<file path="src/rtl/alu_share_arbiter_pkg.sv">
`default_nettype none
// ============================================================================
//  Module      : alu_share_pkg
//  Description : Shared types and constants for the ALU share arbiter:
//                FSM state encoding and the ALU opcode values.
//  Revision    : 1.0 - initial release
// ============================================================================
package alu_share_pkg;

    // FSM state encoding; the fourth code (2'b11) is unused and recovers to IDLE
    typedef enum logic [1:0] {
        IDLE = 2'b00,
        EXEC = 2'b01,
        RESP = 2'b10
    } state_t;

    // ALU opcodes understood by the shared ALU
    localparam logic [5:0] c_op_add = 6'b100000;
    localparam logic [5:0] c_op_sub = 6'b100010;
    localparam logic [5:0] c_op_and = 6'b100100;
    localparam logic [5:0] c_op_or  = 6'b100101;

endpackage
`default_nettype wire

</file>
<file path="src/rtl/alu_share_arbiter_rr_pick2.sv">
`default_nettype none
// ============================================================================
//  Module      : rr_pick2
//  Description : Combinational two-way round-robin picker. When both
//                requests are high, the requester that was not granted last
//                wins; otherwise the single active requester wins.
//  Revision    : 1.0 - initial release
// ============================================================================
module rr_pick2 (
    input  logic req0,
    input  logic req1,
    input  logic last,
    output logic valid,
    output logic idx
);

    // Pick a winner: alternate on ties, otherwise take whoever is asking
    always_comb begin
        valid = req0 | req1;
        idx   = (req0 & req1) ? ~last : req1;
    end

endmodule
`default_nettype wire

</file>
<file path="src/rtl/alu_share_arbiter.sv">
`default_nettype none
// ============================================================================
//  Module      : alu_share_arbiter
//  Description : Shares one ALU between two level-request command sources.
//                Grants round-robin, drives registered operands to the ALU,
//                waits ALU_LATENCY cycles, captures the result and returns it
//                with a one-cycle done pulse to the granted requester.
//  Revision    : 1.0 - initial release
// ============================================================================
module alu_share_arbiter #(
    parameter int NB_DATA     = 8,
    parameter int NB_OP       = 6,
    parameter int ALU_LATENCY = 0
) (
    input  logic               i_clk,
    input  logic               i_reset,
    input  logic               i_req0,
    input  logic [NB_OP-1:0]   i_op0,
    input  logic [NB_DATA-1:0] i_dataA0,
    input  logic [NB_DATA-1:0] i_dataB0,
    output logic               o_gnt0,
    output logic               o_done0,
    input  logic               i_req1,
    input  logic [NB_OP-1:0]   i_op1,
    input  logic [NB_DATA-1:0] i_dataA1,
    input  logic [NB_DATA-1:0] i_dataB1,
    output logic               o_gnt1,
    output logic               o_done1,
    output logic [NB_OP-1:0]   o_alu_op,
    output logic [NB_DATA-1:0] o_alu_dataA,
    output logic [NB_DATA-1:0] o_alu_dataB,
    input  logic [NB_DATA-1:0] i_alu_result,
    output logic [NB_DATA-1:0] o_result,
    output logic               o_busy,
    output logic               o_last_grant
);

    import alu_share_pkg::*;

    localparam logic [3:0] c_latency = 4'(ALU_LATENCY);

    state_t             r_state;
    logic [3:0]         r_cnt;
    logic               r_gnt_idx;

    logic               w_valid;
    logic               w_idx;
    logic [NB_OP-1:0]   w_op;
    logic [NB_DATA-1:0] w_dataA;
    logic [NB_DATA-1:0] w_dataB;

    rr_pick2 u_rr_pick2 (
        .req0  (i_req0),
        .req1  (i_req1),
        .last  (o_last_grant),
        .valid (w_valid),
        .idx   (w_idx)
    );

    // Select the operand set of the requester the picker would grant
    always_comb begin
        w_op    = w_idx ? i_op1    : i_op0;
        w_dataA = w_idx ? i_dataA1 : i_dataA0;
        w_dataB = w_idx ? i_dataB1 : i_dataB0;
    end

    // Arbitration FSM: grant in IDLE, count latency in EXEC, signal done in RESP
    always_ff @(posedge i_clk) begin
        if (i_reset) begin
            r_state      <= IDLE;
            r_cnt        <= 4'd0;
            r_gnt_idx    <= 1'b0;
            o_gnt0       <= 1'b0;
            o_gnt1       <= 1'b0;
            o_done0      <= 1'b0;
            o_done1      <= 1'b0;
            o_alu_op     <= '0;
            o_alu_dataA  <= '0;
            o_alu_dataB  <= '0;
            o_result     <= '0;
            o_busy       <= 1'b0;
            o_last_grant <= 1'b1;
        end else begin
            // Grant and done are single-cycle pulses
            o_gnt0  <= 1'b0;
            o_gnt1  <= 1'b0;
            o_done0 <= 1'b0;
            o_done1 <= 1'b0;
            case (r_state)
                IDLE: begin
                    // Operand registers keep their last values when nobody asks
                    if (w_valid) begin
                        o_alu_op     <= w_op;
                        o_alu_dataA  <= w_dataA;
                        o_alu_dataB  <= w_dataB;
                        r_gnt_idx    <= w_idx;
                        o_last_grant <= w_idx;
                        o_gnt0       <= ~w_idx;
                        o_gnt1       <= w_idx;
                        r_cnt        <= c_latency;
                        o_busy       <= 1'b1;
                        r_state      <= EXEC;
                    end
                end
                EXEC: begin
                    if (r_cnt != 4'd0) begin
                        r_cnt <= r_cnt - 4'd1;
                    end else begin
                        o_result <= i_alu_result;
                        o_done0  <= ~r_gnt_idx;
                        o_done1  <= r_gnt_idx;
                        r_state  <= RESP;
                    end
                end
                RESP: begin
                    o_busy  <= 1'b0;
                    r_state <= IDLE;
                end
                default: begin
                    o_busy  <= 1'b0;
                    r_state <= IDLE;
                end
            endcase
        end
    end

endmodule
`default_nettype wire

</file>
<file path="config.mk">
export PLATFORM = sky130hd
export DESIGN_NAME = alu_share_arbiter
export DESIGN_NICKNAME = d
export VERILOG_FILES = /design/src/rtl/alu_share_arbiter_pkg.sv /design/src/rtl/alu_share_arbiter_rr_pick2.sv /design/src/rtl/alu_share_arbiter.sv
export SDC_FILE = /design/constraint.sdc
export NUM_CORES = 1
export LEC_CHECK = 0
export CAP_MARGIN = 40
export CORE_MARGIN = 2
export CORE_UTILIZATION = 30
export DETAILED_ROUTE_END_ITERATION = 16
export GPL_TIMING_DRIVEN = 0
export PLACE_DENSITY = 0.61
export SLEW_MARGIN = 20
export SYNTH_ARGS = -nofsm -noshare
export SYNTH_HDL_FRONTEND = slang
export SYNTH_SLANG_ARGS = --single-unit
</file>
<file path="constraint.sdc">
create_clock -name i_clk -period 2.4 [get_ports i_clk]
set_input_delay 0.6 -clock i_clk [delete_from_list [all_inputs] [get_ports i_clk]]
set_output_delay 0.6 -clock i_clk [all_outputs]
set_load 0.01 [all_outputs]
</file>
# Word-level counts from Yosys, hierarchy flattened
# Cells that the tools add are included.
# Widths: inputs -> output; s select.
[word_totals]
regBits = 43
inputBits = 56
output_inout_bits = 36
[op_classes]
add_sub_neg = 1
n_eq_ne = 4
mux = 12
bitwise = 9
reduce_logical = 10
[ops]
columns = ["op", "count"]
rows = [
  ["$mux 8", 2],
  ["$mux 4", 2],
  ["$pmux 4 s2", 1],
  ["$reduce_and 2->1", 4],
  ["$not 1->1", 7],
  ["$mux 6", 1],
  ["$reduce_or 3->1", 2],
  ["$mux 2", 2],
  ["$ne 2x2->1 const B", 2],
  ["$pmux 2 s2", 1],
  ["$reduce_bool 4->1", 1],
  ["$sub 4x1->4 const B", 1],
  ["$reduce_and 3->1", 1],
  ["$eq 2x1->1 const B", 1],
  ["$logic_not 2->1", 1],
  ["$mux 1", 2],
  ["$ne 2x1->1 const B", 1],
  ["$pmux 1 s2", 1],
  ["$reduce_bool 2->1", 1],
  ["$and 1x1->1", 1],
  ["$or 1x1->1", 1],
]

# Depth between registers and ports, before layout
# Gate-level depths: netlist (run 1).
[logic_depth]
depth_word = 3
ltp_mapped = 6
ltp_nobuf = 5

# Cells and area by module
# Synthesis (run 1) repeated with hierarchy kept, for this count alone.
[unflattened]
cells_unflattened = 168
hier_area_um2 = 1843.0
[by_module_without_submodules]
columns = ["mod", "n_inst", "cells_per_inst", "area_each_um2", "seq_area_each_um2"]
rows = [
  ["alu_share_arbiter", 1, 166, 1829.3, 860.8],
  ["rr_pick2", 1, 2, 13.8, 0.0],
]

# Least setup slack after synthesis (run 1)
# Ideal clock, no wire load.
[synth_timing]
kind = "input -> register"
start = "in i_req0"
end = "reg o_alu_dataB[0]"
arrival_ns = 1.681
required_time_ns = 2.278
setup_slack_ns = 0.597
path_stages = 6
n_path_buf = 3
path_cell_list = "buf_2 nor2_1 o31a_1 buf_2 clkbuf_1 a221o_1"
[synth_between]
elab_chain_len = 3
elab_cells_between_ends = 5
[synth_rtl]
columns = ["element", "line", "text"]
rows = [
  ["start: declaration", "alu_share_arbiter.sv:17", "input logic i_req0,"],
  ["$and 1x1->1", "alu_share_arbiter_rr_pick2.sv:20", "idx = (req0 & req1) ? ~last : req1;"],
  ["$mux 1", "alu_share_arbiter_rr_pick2.sv:20", ""],
  ["$mux 8", "alu_share_arbiter.sv:64", "w_dataB = w_idx ? i_dataB1 : i_dataB0;"],
  ["end signal: assignment", "alu_share_arbiter.sv:95", "o_alu_dataB <= w_dataB;"],
  ["end: declaration", "alu_share_arbiter.sv:31", "output logic [NB_DATA-1:0] o_alu_dataB,"],
]
# Several ways; a longest one is shown, not always the timed one.
# A chain may end at the register's enable or synchronous reset.

==> impl_metrics.csv, run 1 <==
group,metric,value,unit
critical_path,rr_worst_depth,6,
synth,ys_seq_area_share,47.8,%
detailed_routing,routed_wl,5170,um
critical_path,crit_top_cell,"buf_6",
clocking,clkTransAtPathRegs,0.09,ns
place,gp_congestion,0.725,
global_routing,grt_pass1_wl,8050,um
synth,avgSynthCellArea,9.43,um2
critical_path,cp.arrival,2.42,ns
power,power_frac_comb,25.2,%
power,peakVddDrop,0.000319,V
cells_and_area,fillers,551,
synth,synthArstFlopShare,0,%
detailed_routing,drc,0,
cells_and_area,syn_to_final_growth,60.7,%
clocking,hold_buffers,0,
critical_path,crit_fanout,10,
die,ios,92,
timing,hold_viol,0,
detailed_routing,dr.first_iter.drc_count,100,
power,power_leakage,1.09,nW
detailed_routing,dr_total_vias,1761,
critical_path,cp_slowest_cell,"clkdlybuf4s50_1",
detailed_routing,wire_per_inst,14.2,um
global_routing,grt_pass1_vias,1651,
die,start_util,30.8,%
global_routing,antenna_found_initial,0,
job,cap_violations,0,
place,post-place-ws,-0.0860,ns
detailed_routing,postRouteAntennaNets,0,
detailed_routing,first_pass_iters,5,
critical_path,worst_setup_path_end_kind,"flop",
power,power.switching,473,uW
global_routing,track_usage,15.6,%
clocking,cts_resized,0,
clocking,cts_max_path_buffers,2,
power,p_clk_share,28.0,%
timing,setup_viol,0,
critical_path,crit_chain,"clkdlybuf4s50_1, or3_1, buf_6, a211oi_4, buf_6, a221o_1",
global_routing,grt_overflow,0,
place,portBuffers,90,
critical_path,crit_path_start,"i_reset",
die,die_w,81.5,um
timing,slew_headroom,66.8,%
outcome,status,"complete, no violations",
timing,finalWorstSetupSlack,0.209,ns
clocking,cts_tree,"done",
critical_path,crit_type,"primary input to flop",
power,pwr-share-seq,46.8,%
clocking,post_cts_buffers,0,
synth,synth.distinct_cells,33,
critical_path,setup.worst_path.end,"o_alu_op[0]$_SDFFE_PP0P_",
cells_and_area,drive_above_1_share,8.65,%
die,floorplan.rows,28,
synth,yosysWarnings,0,
timing,tns,0,ns
timing,worst_pin_slew,0.498,ns
power,p_int,1.28,mW
timing,maxSlewViolCount,0,
critical_path,required,2.63,ns
die,die-area,0.00664,mm2
die,core_area,0.00585,mm2
synth,syn_area,0.00180,mm2
cells_and_area,layout.nets,346,
timing,timing.final.crit_share,91.3,%
clocking,cts_made_buffers,5,
critical_path,r2r-start,"r_cnt[0]$_SDFFE_PP0P_",
place,dp_hpwl,3740,um
timing,grt_setup_unrepaired,"no",
synth,synth-edff-count,0,
critical_path,slowest_delay,0.55,ns
clocking,htreeDepth,2,
power,switching_share,27.0,%
clocking,clkLatencyLatePin,0.29,ns
power,power.density,606,mW/mm2
die,die-height,81.5,um
synth,syn_inst,191,
timing,finClkSkew,0.00598,ns
timing,fmax,456,MHz
global_routing,grt_start_max_net_pins,15,
hold_path,hold_path.class,"flop to flop",
critical_path,cp-start-kind,"primary input",
synth,ys_ff_latch,43,
timing,min_period,2.19,ns
critical_path,r2r_slack,0.48,ns
critical_path,r2r_end,"o_result[5]$_SDFFE_PP0P_",
clocking,clockRootBuffer,"clkbuf_8",
clocking,numClockSinks,43,
synth,synth_top_flop_cell,"dfxtp_1",
cells_and_area,diodes,0,
detailed_routing,avgViaCountPerCell,4.84,
synth,syn_nets,249,
power by group through the flow:
| stage | registers (mW) | clock network (mW) | logic (mW) |
|---|---|---|---|
| after CTS | 0.822 | 0.508 | 0.448 |
| after detailed placement | 0.837 | 0 | 0.445 |
| after global routing | 0.830 | 0.545 | 0.478 |
| final | 0.821 | 0.491 | 0.442 |
| after global placement | 0.837 | 0 | 0.443 |
| after floorplan | 0.865 | 0 | 0.158 |
per-layer routing:
layer  routed length, um  track usage (%)
met4                  57             4.92
met5                   0                0
met1                2420             21.2
met2                2460             24.8
met3                 235             3.30
placed cells by master (no fill, tap or decap):
cell type,instances
clkbuf_1,9
clkinvlp_4,1
a2111oi_0,1
and2_1,1
nand2_1,23
or2b_1,1
nor2b_1,3
buf_1,1
nor4_1,2
or3_1,2
clkbuf_8,6
a21o_1,1
buf_6,3
nor3_1,24
or4_1,1
buf_2,4
nor2_1,4
o21ai_0,1
nor3b_1,2
a31o_1,2
dfxtp_1,43
nand2b_1,9
a31o_2,8
a21boi_0,1
a211oi_4,1
a21oi_1,9
inv_2,1
o31a_1,1
a21boi_1,1
nor4b_1,1
inv_1,4
o21a_1,2
ha_1,2
clkinv_4,1
clkdlybuf4s50_1,90
and3_1,1
a221o_1,22
sequential cells by signal, indices dropped and copies added (netlist names):
signal,cells
o_alu_dataA,8
o_alu_dataB,8
o_alu_op,6
o_busy,1
o_done0,1
o_done1,1
o_gnt0,1
o_gnt1,1
o_last_grant,1
o_result,8
r_cnt,4
r_gnt_idx,1
r_state,2
how the worst min path moves through the flow:
| stage | slack, ns | start | depth (start not counted) | endpoint |
|---|---|---|---|---|
| 2_1_floorplan | 0.41 | r_gnt_idx$_SDFFE_PP0P_ | 1 | o_done0$_SDFF_PP0_ |
| 3_3_place_gp | 0.45 | r_gnt_idx$_SDFFE_PP0P_ | 1 | o_done0$_SDFF_PP0_ |
| 3_5_place_dp | 0.44 | r_gnt_idx$_SDFFE_PP0P_ | 1 | o_done0$_SDFF_PP0_ |
| 4_1_cts | 0.46 | r_gnt_idx$_SDFFE_PP0P_ | 1 | o_done0$_SDFF_PP0_ |
| 5_1_grt | 0.47 | r_gnt_idx$_SDFFE_PP0P_ | 1 | o_done0$_SDFF_PP0_ |
| 6_report | 0.45 | r_gnt_idx$_SDFFE_PP0P_ | 1 | o_done0$_SDFF_PP0_ |
through the flow:
stage	hold WS [ns]	power, mW	cells	instance area, um2	utilization [%]
6_report	0.447	1.75	364	2900	49.5
5_1_grt	0.467	1.85	364	2900	49.5
4_1_cts	0.455	1.78	364	2900	49.5
3_5_place_dp	0.438	1.28	356	2800	47.8
3_3_place_gp	0.447	1.28	356	2800	47.8
2_1_floorplan	0.414	1.02	191	1800	-
cell families (layout without fill, tap and decap cells):
family	count (synthesis)	count (layout)	share of synthesized area, %
fa+ha+maj	2	2	1.39
flops	43	43	47.8
simple gates	74	74	20.7
compound gates	50	50	24.0
buf+inv	22	120	6.11
layout make-up:
type,count,area [um2],share of cell area [%]
Timing Repair Buffer,90,901,31.1
Sequential cell,43,861,29.7
Multi-Input combinational cell,126,831,28.7
Tap cell,75,93.8,3.24
Buffer,17,91.3,3.15
Clock buffer,6,82.6,2.85
Inverter,5,18.8,0.648
Clock inverter,2,16.3,0.562
worst max-delay path, delay by kind of cell:
family          cells  cell delay (ns)
simple gates        1             0.38
compound gates      2             0.54
buf+inv             3             0.91
synthesized netlist by cell type (2+ instances only):
master	instances	area share, %
a221o_1	22	12
a21oi_1	9	2.5
clkbuf_1	9	1.9
or3_1	2	0.69
buf_2	4	1.1
nor3b_1	2	0.83
nor2_1	4	0.83
buf_6	3	1.9
a31o_1	2	0.97
inv_1	4	0.83
nand2_1	23	4.8
nor4_1	2	0.69
nor2b_1	3	1.0
o21a_1	2	0.83
a31o_2	8	3.9
nand2b_1	9	3.1
dfxtp_1	43	48
ha_1	2	1.4
nor3_1	24	6.7
No activity file was read; power rests on OpenSTA's default activity.
==> run 2: changes to the inputs <==
--- a/config.mk
+++ b/config.mk
@@ -6,12 +6,15 @@
 export NUM_CORES = 1
 export LEC_CHECK = 0
 export CAP_MARGIN = 40
+export CELL_PAD_IN_SITES_DETAIL_PLACEMENT = 2
+export CELL_PAD_IN_SITES_GLOBAL_PLACEMENT = 2
 export CORE_MARGIN = 2
-export CORE_UTILIZATION = 30
+export CORE_UTILIZATION = 24
 export DETAILED_ROUTE_END_ITERATION = 16
 export GPL_TIMING_DRIVEN = 0
-export PLACE_DENSITY = 0.61
+export PLACE_DENSITY = 0.83
 export SLEW_MARGIN = 20
 export SYNTH_ARGS = -nofsm -noshare
 export SYNTH_HDL_FRONTEND = slang
 export SYNTH_SLANG_ARGS = --single-unit
+export TNS_END_PERCENT = 1
==> constraint.sdc (replaced) <==
create_clock -name i_clk -period 2.4 [get_ports i_clk]
set_input_delay 0.36 -clock i_clk [delete_from_list [all_inputs] [get_ports i_clk]]
set_output_delay 0.36 -clock i_clk [all_outputs]
set_load 0.01 [all_outputs]
==> run 2 against run 1 <==
Net effect:
- highest routed layer unchanged
- sequential power grew 0.7%
- critical path type is now flop to flop
- total power grew 6.6%
- flip-flop and latch count is the same
- fmax grew 7.2%
- combinational power grew 2%
- die area grew 24%
- routed wire length grew 22%
- critical path depth is the same
- hold slack gained 0.0035 ns
- cell count grew 6.6%
- final area grew 1.7%
==> impl_metrics.csv, run 2 (same netlist as run 1, synthesis figures left out) <==
group,metric,value,unit
die,start_util,24.8,%
global_routing,grt_overflow,0,
clocking,cts_tree,"done",
critical_path,crit_family,"buffers and inverters",
critical_path,crit_chain,"inv_1, ha_1, nor3b_1, clkbuf_1, a21oi_1, a31o_2",
cells_and_area,layout.nets,346,
timing,maxSlewViolCount,0,
detailed_routing,dr_total_vias,1856,
power,peakVddDrop,0.000231,V
clocking,numClockSinks,43,
cells_and_area,final_common_cell,"clkdlybuf4s50_1",
die,die-area,0.00822,mm2
global_routing,track_usage,15.7,%
timing,timing.final.crit_share,85.2,%
global_routing,antenna_found_initial,0,
timing,min_period,2.04,ns
critical_path,crit_path_start,"r_cnt[0]$_SDFFE_PP0P_",
cells_and_area,design_area,0.00294,mm2
place,gp_congestion,0.694,
timing,finClkSkew,0.00654,ns
job,cap_violations,0,
die,core_area,0.00725,mm2
critical_path,worst_setup_path_end_kind,"flop",
detailed_routing,routed_wl,6320,um
cells_and_area,mostFrequentLayoutCells,"clkdlybuf4s50_1 (90), dfxtp_1 (43), nor3_1 (24)",
global_routing,grt_pass1_wl,10400,um
clocking,hold_buffers,0,
critical_path,cp_slowest_cell,"nor3b_1",
outcome,status,"complete, no violations",
timing,whs,0.450,ns
global_routing,grt_start_max_net_pins,14,
critical_path,cp.arrival,2.24,ns
detailed_routing,first_pass_iters,4,
critical_path,crit_buf_inv,2,
cells_and_area,drive_above_1_share,8.65,%
die,die_w,90.6,um
detailed_routing,dr.first_iter.drc_count,31,
hold_path,min_from,"r_gnt_idx$_SDFFE_PP0P_",
critical_path,r2r-start,"r_cnt[0]$_SDFFE_PP0P_",
cells_and_area,fillers,800,
die,ios,92,
power,power.density,635,mW/mm2
critical_path,crit_type,"flop to flop",
timing,finalWorstSetupSlack,0.356,ns
place,dpl_cell_area,0.00283,mm2
detailed_routing,avgViaCountPerCell,4.78,
detailed_routing,drc,0,
global_routing,grt_pass1_vias,2094,
clocking,htreeDepth,2,
timing,hold_viol,0,
die,floorplan.rows,31,
clocking,cts_resized,0,
cells_and_area,reg_top3,"o_alu_dataA (8), o_alu_dataB (8), o_result (8)",
power,power_leakage,1.11,nW
clocking,cts_made_buffers,5,
place,portBuffers,90,
detailed_routing,wire_per_inst,16.3,um
clocking,cts_max_path_buffers,2,
timing,worst_pin_slew,0.588,ns
clocking,clkTransAtPathRegs,0.09,ns
critical_path,required,2.59,ns
critical_path,crit_fanout,10,
hold_path,hold_path.class,"flop to flop",
clocking,post_cts_buffers,0,
cells_and_area,syn_to_final_growth,63.4,%
timing,grt_setup_unrepaired,"no",
die,die-height,90.6,um
critical_path,cp-start-kind,"flop",
clocking,clkLatencyLatePin,0.30,ns
timing,setup_viol,0,
timing,slew_headroom,60.7,%
clocking,clockRootBuffer,"clkbuf_8",
place,dp_hpwl,4810,um
critical_path,slowest_delay,0.51,ns
timing,fmax,489,MHz
cells_and_area,diodes,0,
timing,tns,0,ns
detailed_routing,postRouteAntennaNets,0,
place,post-place-ws,0.0972,ns
run 2: cell types whose count changed in the layout (fill, tap and decap cells not counted), sizes merged:
cell / before / now
bufinv: 0 / 1
clkinvlp: 1 / 0
run 2: through the flow:
step	utilization (%)	cells	power [mW]
2_1_floorplan	-	191	1.02
3_3_place_gp	39.0	380	1.29
3_5_place_dp	39.0	380	1.30
4_1_cts	40.6	388	1.90
5_1_grt	40.6	388	1.96
6_report	40.6	388	1.87
run 2: power by group:
part	switching, mW	internal [mW]	total [mW]	leakage [nW]
Combinational	0.186	0.264	0.449	0.693
Sequential	0.0444	0.782	0.827	0.353
Clock	0.256	0.337	0.593	0.0612
Total	0.486	1.38	1.87	1.11
run 2: layout make-up:
cell class	count	area, um2	area share (%)
Timing Repair Buffer	90	901	30.6
Sequential cell	43	861	29.2
Multi-Input combinational cell	126	831	28.2
Tap cell	99	124	4.21
Buffer	17	91.3	3.10
Clock buffer	6	82.6	2.80
Clock inverter	2	35.0	1.19
Inverter	5	18.8	0.637
run 2: layer usage:
metal / global-route usage [%] / share of wire (%) / vias to the layer above
li1: - / - / 895
met1: 17.4 / 41 / 892
met2: 28.7 / 50 / 61
met3: 5.51 / 7.5 / 8
met4: 3.46 / 1.1 / 0
met5: 0 / 0 / -
run 2: path summary, 6_finish.rpt:
kind / endpoint / slack [ns] / depth (start not counted)
worst max-delay path: o_result[4]$_SDFFE_PP0P_ / 0.36 / 6
worst min-delay path: o_done0$_SDFF_PP0_ / 0.45 / 1
worst max register to register: o_result[4]$_SDFFE_PP0P_ / 0.36 / 6
worst min register to register: o_done0$_SDFF_PP0_ / 0.45 / 1
==> run 3: changes to the inputs <==
--- a/config.mk
+++ b/config.mk
@@ -8,7 +8,6 @@
 export CAP_MARGIN = 40
 export CELL_PAD_IN_SITES_DETAIL_PLACEMENT = 2
 export CELL_PAD_IN_SITES_GLOBAL_PLACEMENT = 2
-export CORE_MARGIN = 2
 export CORE_UTILIZATION = 24
 export DETAILED_ROUTE_END_ITERATION = 16
 export GPL_TIMING_DRIVEN = 0
==> run 3 against run 2 <==
Net effect:
- total power down 7.2%
- final area decreased by 1.2%
- first-iteration DRC count is 61% higher
- via count is 0.97% higher
- combinational power about the same
- hold slack worse by 0.00055 ns
- critical endpoint is now o_result[7]$_SDFFE_PP0P_
==> impl_metrics.csv, run 3 (same netlist as run 1, synthesis figures left out) <==
group,metric,value,unit
outcome,status,"complete, no violations",
critical_path,crit_type,"flop to flop",
clocking,cts_max_path_buffers,2,
critical_path,slowest_delay,0.50,ns
die,floorplan.rows,31,
critical_path,r2r_end,"o_result[7]$_SDFFE_PP0P_",
timing,finalWorstSetupSlack,0.330,ns
critical_path,crit_chain,"inv_1, ha_1, nor3b_1, clkbuf_1, a21oi_1, a31o_2",
detailed_routing,avgViaCountPerCell,4.83,
timing,timing.final.crit_share,86.3,%
die,ios,92,
power,finalPower,1.73,mW
detailed_routing,drc,0,
global_routing,grt_pass1_vias,1985,
cells_and_area,mostFrequentLayoutCells,"clkdlybuf4s50_1 (90), dfxtp_1 (43), nor3_1 (24)",
cells_and_area,syn_to_final_growth,61.4,%
critical_path,crit_family,"buffers and inverters",
timing,grt_setup_unrepaired,"no",
clocking,post_cts_buffers,0,
timing,setup_viol,0,
die,core_area,0.00725,mm2
cells_and_area,layout.nets,346,
clocking,clkTransAtPathRegs,0.08,ns
timing,slew_headroom,62.2,%
critical_path,worst_setup_path_end_kind,"flop",
global_routing,gr-usage-met1,19.2,%
cells_and_area,reg_top3,"o_alu_dataA (8), o_alu_dataB (8), o_result (8)",
global_routing,track_usage,16.8,%
critical_path,cp_slowest_cell,"nor3b_1",
clocking,numClockSinks,43,
clocking,clockRootBuffer,"clkbuf_8",
global_routing,met2_usage,29.8,%
clocking,cts_made_buffers,5,
detailed_routing,dr_total_vias,1874,
critical_path,crit_fanout,10,
power,peakVddDrop,0.000213,V
hold_path,min_from,"r_gnt_idx$_SDFFE_PP0P_",
die,die_w,88.6,um
detailed_routing,postRouteAntennaNets,0,
global_routing,antenna_found_initial,0,
place,post-place-cells,380,
critical_path,crit_cells,6,
timing,min_period,2.07,ns
cells_and_area,finish.utilization,40.1,%
critical_path,r2r_slack,0.33,ns
timing,finClkSkew,0.00264,ns
timing,maxSlewViolCount,0,
timing,worst_pin_slew,0.565,ns
clocking,cts_tree,"done",
critical_path,required,2.59,ns
hold_path,hold_end,"o_done0$_SDFF_PP0_",
critical_path,crit_buf_inv,2,
global_routing,grt_start_max_net_pins,13,
critical_path,cp-start-kind,"flop",
detailed_routing,wire_per_inst,16.4,um
clocking,cts_resized,0,
cells_and_area,finalNonFillerCells,388,
job,cap_violations,0,
clocking,clkLatencyLatePin,0.30,ns
hold_path,hold_path_depth,1,
clocking,htreeDepth,2,
die,die-area,0.00786,mm2
timing,fmax,483,MHz
global_routing,busiest_layer,"met2",
cells_and_area,final_common_cell,"clkdlybuf4s50_1",
hold_path,hold_path.class,"flop to flop",
critical_path,cp.arrival,2.26,ns
timing,tns,0,ns
global_routing,grtUsageMet3,5.97,%
detailed_routing,first_pass_iters,5,
power,power.density,596,mW/mm2
cells_and_area,drive_above_1_share,7.96,%
place,post-place-ws,0.0363,ns
detailed_routing,routed_wl,6370,um
detailed_routing,dr.first_iter.drc_count,50,
place,dp_hpwl,4600,um
critical_path,r2r-start,"r_cnt[0]$_SDFFE_PP0P_",
place,portBuffers,90,
critical_path,rr_worst_depth,6,
place,gp_congestion,0.706,
die,start_util,24.8,%
global_routing,grt_pass1_wl,9930,um
global_routing,grt_overflow,0,
timing,hold_viol,0,
power,power_leakage,1.09,nW
clocking,hold_buffers,0,
cells_and_area,diodes,0,
die,die-height,88.6,um
run 3: final cells by class:
| cell class | count | area [um2] |
|---|---|---|
| Sequential cell | 43 | 861 |
| Timing Repair Buffer | 90 | 901 |
| Clock buffer | 7 | 76.3 |
| Buffer | 17 | 91.3 |
| Clock inverter | 1 | 5.00 |
| Fill cell | 812 | 4350 |
| Multi-Input combinational cell | 126 | 831 |
| Tap cell | 99 | 124 |
| Inverter | 5 | 18.8 |
run 3: how the worst max path moves through the flow:
stage	slack [ns]	start	endpoint
finish	0.33	r_cnt[0]$_SDFFE_PP0P_	o_result[7]$_SDFFE_PP0P_
detailed placement	0.04	i_req1	o_alu_dataA[7]$_SDFFE_PP0P_
global route	0.17	r_cnt[0]$_SDFFE_PP0P_	o_result[4]$_SDFFE_PP0P_
CTS	0.31	r_cnt[0]$_SDFFE_PP0P_	o_result[7]$_SDFFE_PP0P_
floorplan	0.82	r_cnt[0]$_SDFFE_PP0P_	o_result[0]$_SDFFE_PP0P_
global placement	0.09	i_req1	o_alu_dataB[3]$_SDFFE_PP0P_
run 3: where the power goes:
part / leakage [nW] / internal (mW) / switching, mW
Sequential: 0.353 / 0.782 / 0.0446
Clock: 0.0422 / 0.205 / 0.252
Combinational: 0.693 / 0.264 / 0.187
run 3: metal layers:
layer	vias to the layer above	wire length [um]
li1	895	-
met1	913	2690
met2	62	3150
met3	4	474
met4	0	59
met5	-	0
run 3: metrics by stage:
stage                     hold slack, ns  instance area, um2
after floorplan                    0.414                1800
after global placement             0.444                2830
after CTS                          0.453                2910
after global routing               0.479                2910
after detailed placement           0.442                2830
final                              0.450                2910
